`config.mk`:
```
export PLATFORM = sky130hd
export DESIGN_NAME = yoshi_jump_fsm_flat
export DESIGN_NICKNAME = d
export VERILOG_FILES = /design/src/rtl/yoshi_jump_fsm_if.sv /design/src/rtl/yoshi_jump_fsm.sv /design/src/flat_wrapper.sv
export SDC_FILE = /design/constraint.sdc
export NUM_CORES = 1
export LEC_CHECK = 0
export CAP_MARGIN = 20
export CORE_MARGIN = 5
export CORE_UTILIZATION = 53
export CTS_CLUSTER_DIAMETER = 150
export CTS_CLUSTER_SIZE = 28
export DETAILED_ROUTE_END_ITERATION = 12
export PLACE_DENSITY = 0.74
export SLEW_MARGIN = 20
export SYNTH_ARGS = -nofsm -noshare
export SYNTH_HDL_FRONTEND = slang
export SYNTH_SLANG_ARGS = --single-unit
```
`constraint.sdc`:
```
create_clock -name clk -period 4.11 [get_ports clk]
set_input_delay 0.6165 -clock clk [delete_from_list [all_inputs] [get_ports clk]]
set_output_delay 0.6165 -clock clk [all_outputs]
set_load 0.02 [all_outputs]
```
`src/rtl/yoshi_jump_fsm_if.sv`:
```
// ============================================================================
// Module      : yoshi_jump_fsm_if
// Description : Signal bundle between the yoshi vertical-motion FSM and its
//               environment (button, grounded detector, pixel generation).
// Revision    : 1.0 - initial release
// ============================================================================
`default_nettype none

interface yoshi_jump_fsm_if;
    logic       jump_btn;
    logic       grounded;
    logic [9:0] y_y;
    logic       jumping_up;
    logic [1:0] jump_state;
    logic [9:0] apex_y;

    modport master (
        output jump_btn, grounded,
        input  y_y, jumping_up, jump_state, apex_y
    );

    modport slave (
        input  jump_btn, grounded,
        output y_y, jumping_up, jump_state, apex_y
    );
endinterface

`default_nettype wire

```
`src/rtl/yoshi_jump_fsm.sv`:
```
// ============================================================================
// Module      : yoshi_jump_fsm
// Description : Yoshi sprite y coordinate and jump FSM (IDLE / UP / DOWN).
//               Optional macro VAR_JUMP_EN: releasing the button cuts the
//               ascent short (variable-height hop).
// Revision    : 1.0 - initial release
// ============================================================================
`default_nettype none

module yoshi_jump_fsm #(
    parameter int unsigned Y_START          = 432,
    parameter int unsigned JUMP_HEIGHT      = 64,
    parameter int unsigned UP_DELAY_START   = 250000,
    parameter int unsigned UP_DELAY_MAX     = 800000,
    parameter int unsigned DOWN_DELAY_START = 800000,
    parameter int unsigned DOWN_DELAY_MIN   = 250000,
    parameter int unsigned DELAY_STEP       = 2500,
    parameter int unsigned TW               = 20
) (
    input  wire logic        clk,
    input  wire logic        reset,
    yoshi_jump_fsm_if.slave  bus
);

    typedef enum logic [1:0] {
        ST_IDLE = 2'd0,
        ST_UP   = 2'd1,
        ST_DOWN = 2'd2
    } state_t;

    localparam logic [9:0]    c_Y_START    = 10'(Y_START);
    localparam logic [9:0]    c_JUMP_H     = 10'(JUMP_HEIGHT);
    localparam logic [9:0]    c_APEX_RST   = (Y_START >= JUMP_HEIGHT) ? 10'(Y_START - JUMP_HEIGHT) : 10'd0;
    localparam logic [TW-1:0] c_UP_START   = TW'(UP_DELAY_START);
    localparam logic [TW-1:0] c_UP_MAX     = TW'(UP_DELAY_MAX);
    localparam logic [TW-1:0] c_DN_START   = TW'(DOWN_DELAY_START);
    localparam logic [TW-1:0] c_DN_MIN     = TW'(DOWN_DELAY_MIN);
    localparam logic [TW-1:0] c_STEP       = TW'(DELAY_STEP);
    localparam logic [TW:0]   c_STEP_W     = (TW+1)'(DELAY_STEP);
    localparam logic [TW:0]   c_DEC_FLOOR  = (TW+1)'(DOWN_DELAY_MIN) + (TW+1)'(DELAY_STEP);

    state_t        r_state;
    logic [9:0]    r_y;
    logic [9:0]    r_apex;
    logic [TW-1:0] r_timer;
    logic [TW-1:0] r_delay;
    logic          r_btn_q;
    logic          r_jumping_up;

    logic          w_press;
    logic          w_step;
    logic [9:0]    w_y_dec;
    logic [9:0]    w_y_inc;
    logic [9:0]    w_apex;
    logic [TW:0]   w_delay_sum;
    logic [TW-1:0] w_delay_inc;
    logic [TW-1:0] w_delay_dec;
    logic          w_up_done;
    logic          w_release;

`ifdef VAR_JUMP_EN
    assign w_release = ~bus.jump_btn;
`else
    assign w_release = 1'b0;
`endif

    // Saturating arithmetic: y never wraps, delay clamps at both ends.
    always_comb begin
        w_press     = bus.jump_btn & ~r_btn_q;
        w_step      = (r_timer == (r_delay - 1'b1));
        w_y_dec     = (r_y == 10'd0) ? 10'd0 : r_y - 10'd1;
        w_y_inc     = (r_y >= c_Y_START) ? c_Y_START : r_y + 10'd1;
        w_apex      = (r_y >= c_JUMP_H) ? r_y - c_JUMP_H : 10'd0;
        w_delay_sum = {1'b0, r_delay} + c_STEP_W;
        w_delay_inc = w_delay_sum[TW] ? {TW{1'b1}} : w_delay_sum[TW-1:0];
        w_delay_dec = ({1'b0, r_delay} >= c_DEC_FLOOR) ? r_delay - c_STEP : c_DN_MIN;
        w_up_done   = (w_y_dec == r_apex) || (w_y_dec == 10'd0) || (w_delay_inc >= c_UP_MAX);
    end

    always_ff @(posedge clk or posedge reset) begin
        if (reset) begin
            r_state      <= ST_IDLE;
            r_y          <= c_Y_START;
            r_apex       <= c_APEX_RST;
            r_timer      <= '0;
            r_delay      <= '0;
            r_btn_q      <= 1'b0;
            r_jumping_up <= 1'b0;
        end else begin
            r_btn_q <= bus.jump_btn;
            case (r_state)
                ST_IDLE: begin
                    r_timer <= '0;
                    if (!bus.grounded) begin
                        r_state <= ST_DOWN;
                        r_delay <= c_DN_START;
                    end else if (w_press) begin
                        r_state      <= ST_UP;
                        r_delay      <= c_UP_START;
                        r_apex       <= w_apex;
                        r_jumping_up <= 1'b1;
                    end
                end
                ST_UP: begin
                    // A step due on the release edge is applied before falling.
                    if (w_step) begin
                        r_y     <= w_y_dec;
                        r_timer <= '0;
                        if (w_up_done || w_release) begin
                            r_state      <= ST_DOWN;
                            r_delay      <= c_DN_START;
                            r_jumping_up <= 1'b0;
                        end else begin
                            r_delay <= w_delay_inc;
                        end
                    end else if (w_release) begin
                        r_state      <= ST_DOWN;
                        r_timer      <= '0;
                        r_delay      <= c_DN_START;
                        r_jumping_up <= 1'b0;
                    end else begin
                        r_timer <= r_timer + 1'b1;
                    end
                end
                ST_DOWN: begin
                    if (bus.grounded) begin
                        r_state <= ST_IDLE;
                        r_timer <= '0;
                    end else if (w_step) begin
                        r_y     <= w_y_inc;
                        r_timer <= '0;
                        r_delay <= w_delay_dec;
                        if (w_y_inc == c_Y_START) begin
                            r_state <= ST_IDLE;
                        end
                    end else begin
                        r_timer <= r_timer + 1'b1;
                    end
                end
                default: begin
                    r_state      <= ST_IDLE;
                    r_timer      <= '0;
                    r_jumping_up <= 1'b0;
                end
            endcase
        end
    end

    assign bus.y_y        = r_y;
    assign bus.apex_y     = r_apex;
    assign bus.jumping_up = r_jumping_up;
    assign bus.jump_state = r_state;

endmodule

`default_nettype wire

```
`src/flat_wrapper.sv`:
```
// flat-port wrapper written by rule: the top's interface ports become plain ports
module yoshi_jump_fsm_flat 
#(
    parameter int unsigned Y_START          = 432,
    parameter int unsigned JUMP_HEIGHT      = 64,
    parameter int unsigned UP_DELAY_START   = 250000,
    parameter int unsigned UP_DELAY_MAX     = 800000,
    parameter int unsigned DOWN_DELAY_START = 800000,
    parameter int unsigned DOWN_DELAY_MIN   = 250000,
    parameter int unsigned DELAY_STEP       = 2500,
    parameter int unsigned TW               = 20
)
  (clk, reset, bus_jump_btn, bus_grounded, bus_y_y, bus_jumping_up, bus_jump_state, bus_apex_y);
  yoshi_jump_fsm_if bus_i ();
  input  wire logic clk;
  input  wire logic reset;
  input wire logic [$bits(bus_i.jump_btn)-1:0] bus_jump_btn;
  input wire logic [$bits(bus_i.grounded)-1:0] bus_grounded;
  output wire logic [$bits(bus_i.y_y)-1:0] bus_y_y;
  output wire logic [$bits(bus_i.jumping_up)-1:0] bus_jumping_up;
  output wire logic [$bits(bus_i.jump_state)-1:0] bus_jump_state;
  output wire logic [$bits(bus_i.apex_y)-1:0] bus_apex_y;
  assign bus_i.jump_btn = bus_jump_btn;
  assign bus_i.grounded = bus_grounded;
  assign bus_y_y = bus_i.y_y;
  assign bus_jumping_up = bus_i.jumping_up;
  assign bus_jump_state = bus_i.jump_state;
  assign bus_apex_y = bus_i.apex_y;
  yoshi_jump_fsm #(.Y_START(Y_START), .JUMP_HEIGHT(JUMP_HEIGHT), .UP_DELAY_START(UP_DELAY_START), .UP_DELAY_MAX(UP_DELAY_MAX), .DOWN_DELAY_START(DOWN_DELAY_START), .DOWN_DELAY_MIN(DOWN_DELAY_MIN), .DELAY_STEP(DELAY_STEP), .TW(TW)) u_core (.clk(clk), .reset(reset), .bus(bus_i));
endmodule
```
# After elaboration in Yosys (flattened, before gate mapping)
# Index checks and enable logic that the tools add are counted.
# Widths: inputs -> output; s select.
# word_totals
regBits,64
out_inout_bits,23
word_cells,79
# classes
addsub,7
n_lt_le_gt_ge,4
n_eq_ne,14
mux,32
bitwise_logic,3
reduce_logical,12
# op_table
cell,n
$mux 20,10
$mux 10,6
$pmux 20 s3,1
$pmux 20 s2,1
$add 20x12->21 const B,1
$add 20x1->20 const B,1
$eq 20x20->1,1
$ge 20x18->1 const B,1
$ge 20x20->1 const B,1
$logic_not 10->1,2
$pmux 10 s2,1
$sub 20x1->20 const B,1
$sub 20x12->20 const B,1
$reduce_and 5->1,3
$mux 2,7
$add 10x1->10 const B,1
$eq 10x10->1,1
$eq 10x9->1 const B,1
$ge 10x7->1 const B,1
$ge 10x9->1 const B,1
$sub 10x1->10 const B,1
$sub 10x7->10 const B,1
$ne 3x2->1 const B,3
$ne 2x1->1 const B,4
other kinds (14),20

# Longest topological paths before layout
# Gate-level depths: netlist of run 1.
# depth
depth_word,8
mapped_depth,15

# Least setup slack after synthesis of run 1
# Ideal clock, no wire load.
# synth_timing
path_kind,register to register
startpoint,reg u_core.r_y[7] (netlist: u_core.bus.y_y[7])
endpoint,reg u_core.r_delay[1]
setup_time_ps,126
t_arrival_ps,3784
slack_ps,200
path_stages_with_launch,14
n_path_buf,2
synth_period_minus_slack_ps,3910
path_cell_list,dfstp_2 -> clkbuf_1 -> clkinv_1 -> ha_1 -> and4bb_2 -> and2_1 -> nor4_1 -> o22ai_1 -> or4b_1 -> o41a_1 -> and3_1 -> buf_2 -> and2_1 -> o32a_1
# synth_between
elab_chain_len,8
elab_cells_between_ends,10
# synth_lines
item,line_no,source
from (decl),yoshi_jump_fsm.sv:43,logic [9:0] r_y;
from (signal assigned),yoshi_jump_fsm.sv:83,r_y <= c_Y_START;
from (signal assigned),yoshi_jump_fsm.sv:107,r_y <= w_y_dec;
from (signal assigned),yoshi_jump_fsm.sv:130,r_y <= w_y_inc;
$sub 10x1->10 / $logic_not 10->1 (equally long branches),yoshi_jump_fsm.sv:71,w_y_dec = (r_y == 10'd0) ? 10'd0 : r_y - 10'd1;
$mux 10 *,yoshi_jump_fsm.sv:71,
$eq 10x10->1 / $logic_not 10->1 (equally long branches),yoshi_jump_fsm.sv:77,w_up_done = (w_y_dec == r_apex) || (w_y_dec == 10'd0) || (w_delay_inc >= c_UP_MAX);
$logic_or 1x1->1 * (2 in a row),yoshi_jump_fsm.sv:77,
$mux 20 *,yoshi_jump_fsm.sv:109,if (w_up_done || w_release) begin
$mux 20 *,yoshi_jump_fsm.sv:106,if (w_step) begin
$pmux 20 s3 *,yoshi_jump_fsm.sv:91,case (r_state)
to (signal assigned),yoshi_jump_fsm.sv:96,r_delay <= c_DN_START;
to (signal assigned),yoshi_jump_fsm.sv:111,r_delay <= c_DN_START;
to (signal assigned),yoshi_jump_fsm.sv:114,r_delay <= w_delay_inc;
to (decl),yoshi_jump_fsm.sv:46,logic [TW-1:0] r_delay;
# Mark *: on every way between the ends. The rest lies on a longest branch, timed or not. The select of a mux whose other input is x is not followed.
# A chain may end at the register's enable or synchronous reset.

# Final worst setup path of run 1
# layout_timing
startpoint,reg u_core.r_y[1] (netlist: u_core.bus.y_y[1])
endpoint,reg u_core.r_delay[1]
# The elaborated chain is that of the path after synthesis.

==> results of run 1 <==
-- cell usage after synthesis (16+ instances only) --
master	instances
a21oi_1	35
and3_1	16
clkbuf_1	44
dfrtp_1	56
ha_1	17
inv_1	22
nand2_1	76
nand3_1	25
nor2_1	67
nor3_1	26
o21ai_0	39
o31ai_1	17
xnor2_1	33
xor2_1	36
-- worst max path at each step --
stage / from / to / depth (start not counted)
3_3_place_gp: u_core.bus.y_y[1] / u_core.r_delay[1] / 11
2_1_floorplan: u_core.bus.y_y[7] / u_core.r_delay[1] / 13
6_report: u_core.bus.y_y[1] / u_core.r_delay[1] / 11
5_1_grt: u_core.bus.y_y[1] / u_core.r_delay[1] / 11
4_1_cts: u_core.bus.y_y[1] / u_core.r_delay[1] / 11
3_5_place_dp: u_core.bus.y_y[1] / u_core.r_delay[1] / 11
-- routing by layer --
metal	wire length [µm]	up-vias	GRT usage [%]
met4	511	0	12.4
met2	7710	247	41.4
met1	7190	2718	34.4
met3	1190	41	6.18
li1	-	2703	-
met5	0	-	0
-- report_power, final --
group          total [W]  internal, W  leakage, nW  switching (W)
Clock           0.000497     0.000234       0.0834       0.000263
Combinational    0.00342      0.00139         1.60        0.00203
Sequential       0.00121     0.000843        0.820       0.000364
-- through the flow --
stage	worst slack, ns	hold WS, ns	instance area [µm²]
after global placement	0.397	0.495	6220
final	0.320	0.522	6390
after global routing	0.119	0.557	6390
after CTS	0.260	0.527	6390
after floorplan	0.200	0.503	5790
after detailed placement	0.302	0.521	6220
-- tightest hold or removal path: cells and delay by family, from the launching register on --
family / cells / cell delay [ns]
AND/OR/NAND/NOR: 1 / 0.05
AO/OA/AOI/OAI: 1 / 0.07
flip-flops: 1 / 0.40
-- flip-flops by register name (all words and copies together) (netlist names) --
| signal | cells |
|---|---|
| u_core.r_timer | 20 |
| u_core.bus.y_y | 10 |
| u_core.bus.apex_y | 10 |
| u_core.bus.jump_state | 2 |
| u_core.bus.jumping_up | 1 |
| u_core.r_delay | 20 |
| u_core.r_btn_q | 1 |
-- what timing repair did --
item                       in CTS  in global routing
setup buffers                   0                  0
gates resized for setup         0                  1
setup endpoints to repair       0                  1
-- cell type report --
class	count	area (µm²)
clock inverter	3	17.5
fill	965	4400
tap	140	175
sequential	64	1610
clock buffer	13	149
inverter	24	90.1
timing repair buffer	58	500
multi-input combinational	592	3840
-- cells by family after synthesis --
kind of cell,share of synthesized area (%)
AO/OA/AOI/OAI,24.6
XOR/XNOR,10.4
adder cells (fa/ha/maj),3.68
buffers and inverters,5.71
flip-flops,27.9
multiplexers,1.10
AND/OR/NAND/NOR,26.6
==> out/metrics.csv, run 1 <==
metric,value,unit
run_status,completed,
min_delay_worst_endpoint,u_core.bus.apex_y[6],
timing.slew.headroom,41.6,%
firstDrtPassIters,5,
path_clk_slew,0.08,ns
first_global_vias,5479,
p_per_area,802,nW/µm²
max-cap-violations,0,
flow.area_growth_from_synthesis,10.4,%
post-route-util,59.2,%
hp-start,u_core.bus.apex_y[6],
clkLatencyLatePin,0.38,ns
drive_above_1_share,11.3,%
drt_drc_violations_left,0,
placementRows,38,
postSynth.asyncResetShare,100,%
critical_path_peak_fanout,12,
timing.critical_path.slowest_stage_cell,or4b_4,
placed_cells_incl_taps,878,
ys_types,81,
post_drt_wl_per_cell,18.6,µm
r2r.worst_path.cells,11,
floorplan.core_area,10800,µm²
synth.top_cells.by_area,"dfrtp_1, xor2_1, xnor2_1",
worst-path-buf-inv,1,
number_of_enable_type_register_cells_in_the_synthesized_netlist,0,
wirelength,16600,µm
synth_flop_cell,dfrtp_1,
tightestPinTransition,0.875,ns
netlist_area,5790,µm²
synth_top_area_share,24.2,%
tritoncts,yes,
synth.yosys.seq_area_share,27.9,%
yosys.area.top_type,dfrtp_1,
ctsHtreeMaxLevel,3,
fp.dieArea,13100,µm²
place.gp.congestion,0.986,
top_level_ports,27,
mostFrequentLayoutCell,nand2_1,
antenna_found_initial,0,
n_antenna_cell,0,
hp-class,reg2reg,
fin_crit_sh,92.2,%
p_leak,2.51,nW
worst_setup_ep_type,flop,
final-instance-count-excl-fill,894,
synth_nets,757,
fin_nets,770,
start_kind,flop,
floorplan.initialDensity,53.6,%
worst_r2r_endpoint,u_core.r_delay[1],
tns,0,ns
cts.sink_count,64,
arrival,4.05,ns
period_needed,3.79,ns
required,4.37,ns
gr-total-overflow,0,
drt_iter0_markers,664,
rsz0062_at_grt,false,
most_frequent_cells_in_the_layout,"nand2_1, nor2_1, dfrtp_1",
max_stage_delay,0.49,ns
max_clock_buf_depth,2,
post_synth.cell_area_avg,7.86,µm²
setup.reg_to_reg.worst_slack,0.32,ns
yosys_warnings,0,
hold_depth,2,
post-layout-total-power,0.00512,W
grt_pass1_wl,27700,µm
critPathKind,reg2reg,
cts_root_buf,clkbuf_8,
portBuffers,26,
ys_ff_latch,64,
cts_inserted_buffers,9,
die_y,114,µm
skew,0.0136,ns
worst_r2r_startpoint,u_core.bus.y_y[1],
post_cts_hold_buffer_count,0,
max-vdd-ir-drop,0.459,mV
timing_hold_violations_final,0,
largest_net_degree_at_the_start_of_global_routing,39,
place_hpwl,12200,µm
vias_per_cell,6.39,
setup_violations,0,
num_vias,5709,
cp_cell_sequence,inv_1 > ha_1 > or4b_4 > o31ai_1 > mux2i_1 > o22ai_1 > or4b_1 > o41a_1 > and3_2 > and2_1 > o32a_1,
max_freq,264,MHz
report.final.slew_viol_count,0,
final_antenna_net_count,0,
path_delay_family,simple AND/OR/NAND/NOR gates,
floorplan.die.width,114,µm
syn-instance-count,736,
globalRouteTotalUtil,26.4,%
Note: power is estimated with default switching activity, not from simulation.
==> run 2, diff against run 1 <==
Settings changed: CTS_BUF_LIST set to sky130_fd_sc_hd__clkbuf_16.
==> out/metrics.csv, run 2 (synthesized netlist as in run 1, its figures left out) <==
metric,value,unit
flow.area_growth_from_synthesis,12.0,%
most_frequent_cells_in_the_layout,"nand2_1, nor2_1, dfrtp_1",
gr-total-overflow,0,
place.gp.congestion,0.986,
report.final.slew_viol_count,0,
tritoncts,yes,
die_y,114,µm
wirelength,16700,µm
layout.area.seq,1610,µm²
post_cts_hold_buffer_count,0,
fin_crit_sh,92.3,%
fp.dieArea,13100,µm²
max-vdd-ir-drop,0.420,mV
worst_setup_ep_type,flop,
p_leak,2.56,nW
drt_iter0_markers,630,
portBuffers,26,
rsz0062_at_grt,false,
place_hpwl,12200,µm
period_needed,3.79,ns
mostFrequentLayoutCell,nand2_1,
n_antenna_cell,0,
clkLatencyLatePin,0.35,ns
tns,0,ns
max_freq,264,MHz
seq_power_share,22.7,%
fin_nets,770,
drt_drc_violations_left,0,
p_per_area,819,nW/µm²
cts_inserted_buffers,9,
num-fill-cells,951,
top_level_ports,27,
hold_depth,2,
floorplan.core_area,10800,µm²
required,4.33,ns
final_antenna_net_count,0,
cellInternalPower,0.00263,W
drive_above_1_share,11.1,%
max-cap-violations,0,
power.share.combinational,64.5,%
min_delay_worst_endpoint,u_core.bus.apex_y[6],
post_cts_setup_repair_buffer_count,0,
r2r.worst_path.cells,11,
registers_with_the_most_flip_flops,"u_core.r_delay (20), u_core.r_timer (20)",
run_status,completed,
ctsHtreeMaxLevel,3,
first_global_vias,5471,
start_kind,flop,
hp-class,reg2reg,
floorplan.initialDensity,53.6,%
vias_per_cell,6.38,
antenna_found_initial,0,
timing.slew.headroom,42.3,%
power.clock.fraction,12.8,%
grt_pass1_wl,27900,µm
worst_r2r_startpoint,u_core.bus.y_y[1],
worst_r2r_endpoint,u_core.r_delay[1],
cts_root_buf,clkbuf_16,
placementRows,38,
critPathKind,reg2reg,
skew,0.00925,ns
post-layout-total-power,0.00531,W
dp_slack,0.302,ns
max_clock_buf_depth,2,
tightestPinTransition,0.864,ns
whs,0.518,ns
num_vias,5701,
largest_net_degree_at_the_start_of_global_routing,39,
multi_input_area,3840,µm²
netSwitchingFraction,50.5,%
setup.reg_to_reg.worst_slack,0.32,ns
timing_hold_violations_final,0,
cts.sink_count,64,
setup_violations,0,
post_drt_wl_per_cell,18.6,µm
floorplan.die.width,114,µm
critical_path_peak_fanout,12,
firstDrtPassIters,5,
path_clk_slew,0.06,ns
arrival,4.02,ns
hp-start,u_core.bus.apex_y[6],
power_spent_charging_and_discharging_nets,0.00268,W
globalRouteTotalUtil,26.6,%
post-route-worst-setup-slack,0.317,ns
[run 2: changes by cell type in the layout (fill, tap and decap cells not counted)]
cell       delta
clkbuf_8     -10
clkbuf_16     +9
clkbuf_1      -3
inv_1         +3
clkinv_1      +1
[run 2: power by group through the flow]
stage               clock [W]  sequential (W)  combinational (W)
finish               0.000681         0.00121            0.00342
global route         0.000727         0.00125            0.00373
CTS                  0.000691         0.00120            0.00337
detailed placement          0         0.00121            0.00335
global placement            0         0.00119            0.00330
floorplan                   0         0.00112            0.00243
[run 2: worst max-delay path, cell delays in order, from the launching register on]
cell	delay, ns
dfrtp_1	0.46
inv_1	0.15
ha_1	0.18
or4b_4	0.49
o31ai_1	0.40
mux2i_1	0.26
o22ai_1	0.09
or4b_1	0.49
o41a_1	0.34
and3_2	0.32
and2_1	0.21
o32a_1	0.28
[run 2: timing repair]
| item | 4_1_cts | 5_1_grt |
|---|---|---|
| gates resized for setup | 0 | 1 |
| hold endpoints to repair | 0 | 0 |
| endpoints found under the setup margin | 0 | 1 |
[run 2: per-layer routing]
layer	vias up	part of all wire (%)	track usage, %
met5	-	0	0
met4	0	3.0	12.1
met3	46	6.3	5.18
met2	246	47	42.4
met1	2698	43	34.8
li1	2711	-	-
[run 2: final cells by class]
class	count	share of cell area [%]
Timing Repair Buffer	58	7.72
Multi-Input combinational cell	592	59.3
Inverter	24	1.39
Tap cell	140	2.70
Clock buffer	9	3.48
Clock inverter	7	0.502
Sequential cell	64	24.9
[run 2: worst max-delay path by stage]
stage	startpoint	end	slack (ns)	cells past startpoint
final	u_core.bus.y_y[1]	u_core.r_delay[1]	0.32	11
after detailed placement	u_core.bus.y_y[1]	u_core.r_delay[1]	0.30	11
after CTS	u_core.bus.y_y[1]	u_core.r_delay[1]	0.26	11
after floorplan	u_core.bus.y_y[7]	u_core.r_delay[1]	0.20	13
after global routing	u_core.bus.y_y[1]	u_core.r_delay[1]	0.12	11
after global placement	u_core.bus.y_y[1]	u_core.r_delay[1]	0.40	11
[run 2: metrics by stage]
| step | utilization (%) | std cells | area [µm²] |
|---|---|---|---|
| 3_3_place_gp | 57.6 | 878 | 6220 |
| 4_1_cts | 60.0 | 894 | 6480 |
| 2_1_floorplan | - | 736 | 5790 |
| 3_5_place_dp | 57.6 | 878 | 6220 |
| 5_1_grt | 60.0 | 894 | 6480 |
| 6_report | 60.0 | 894 | 6480 |
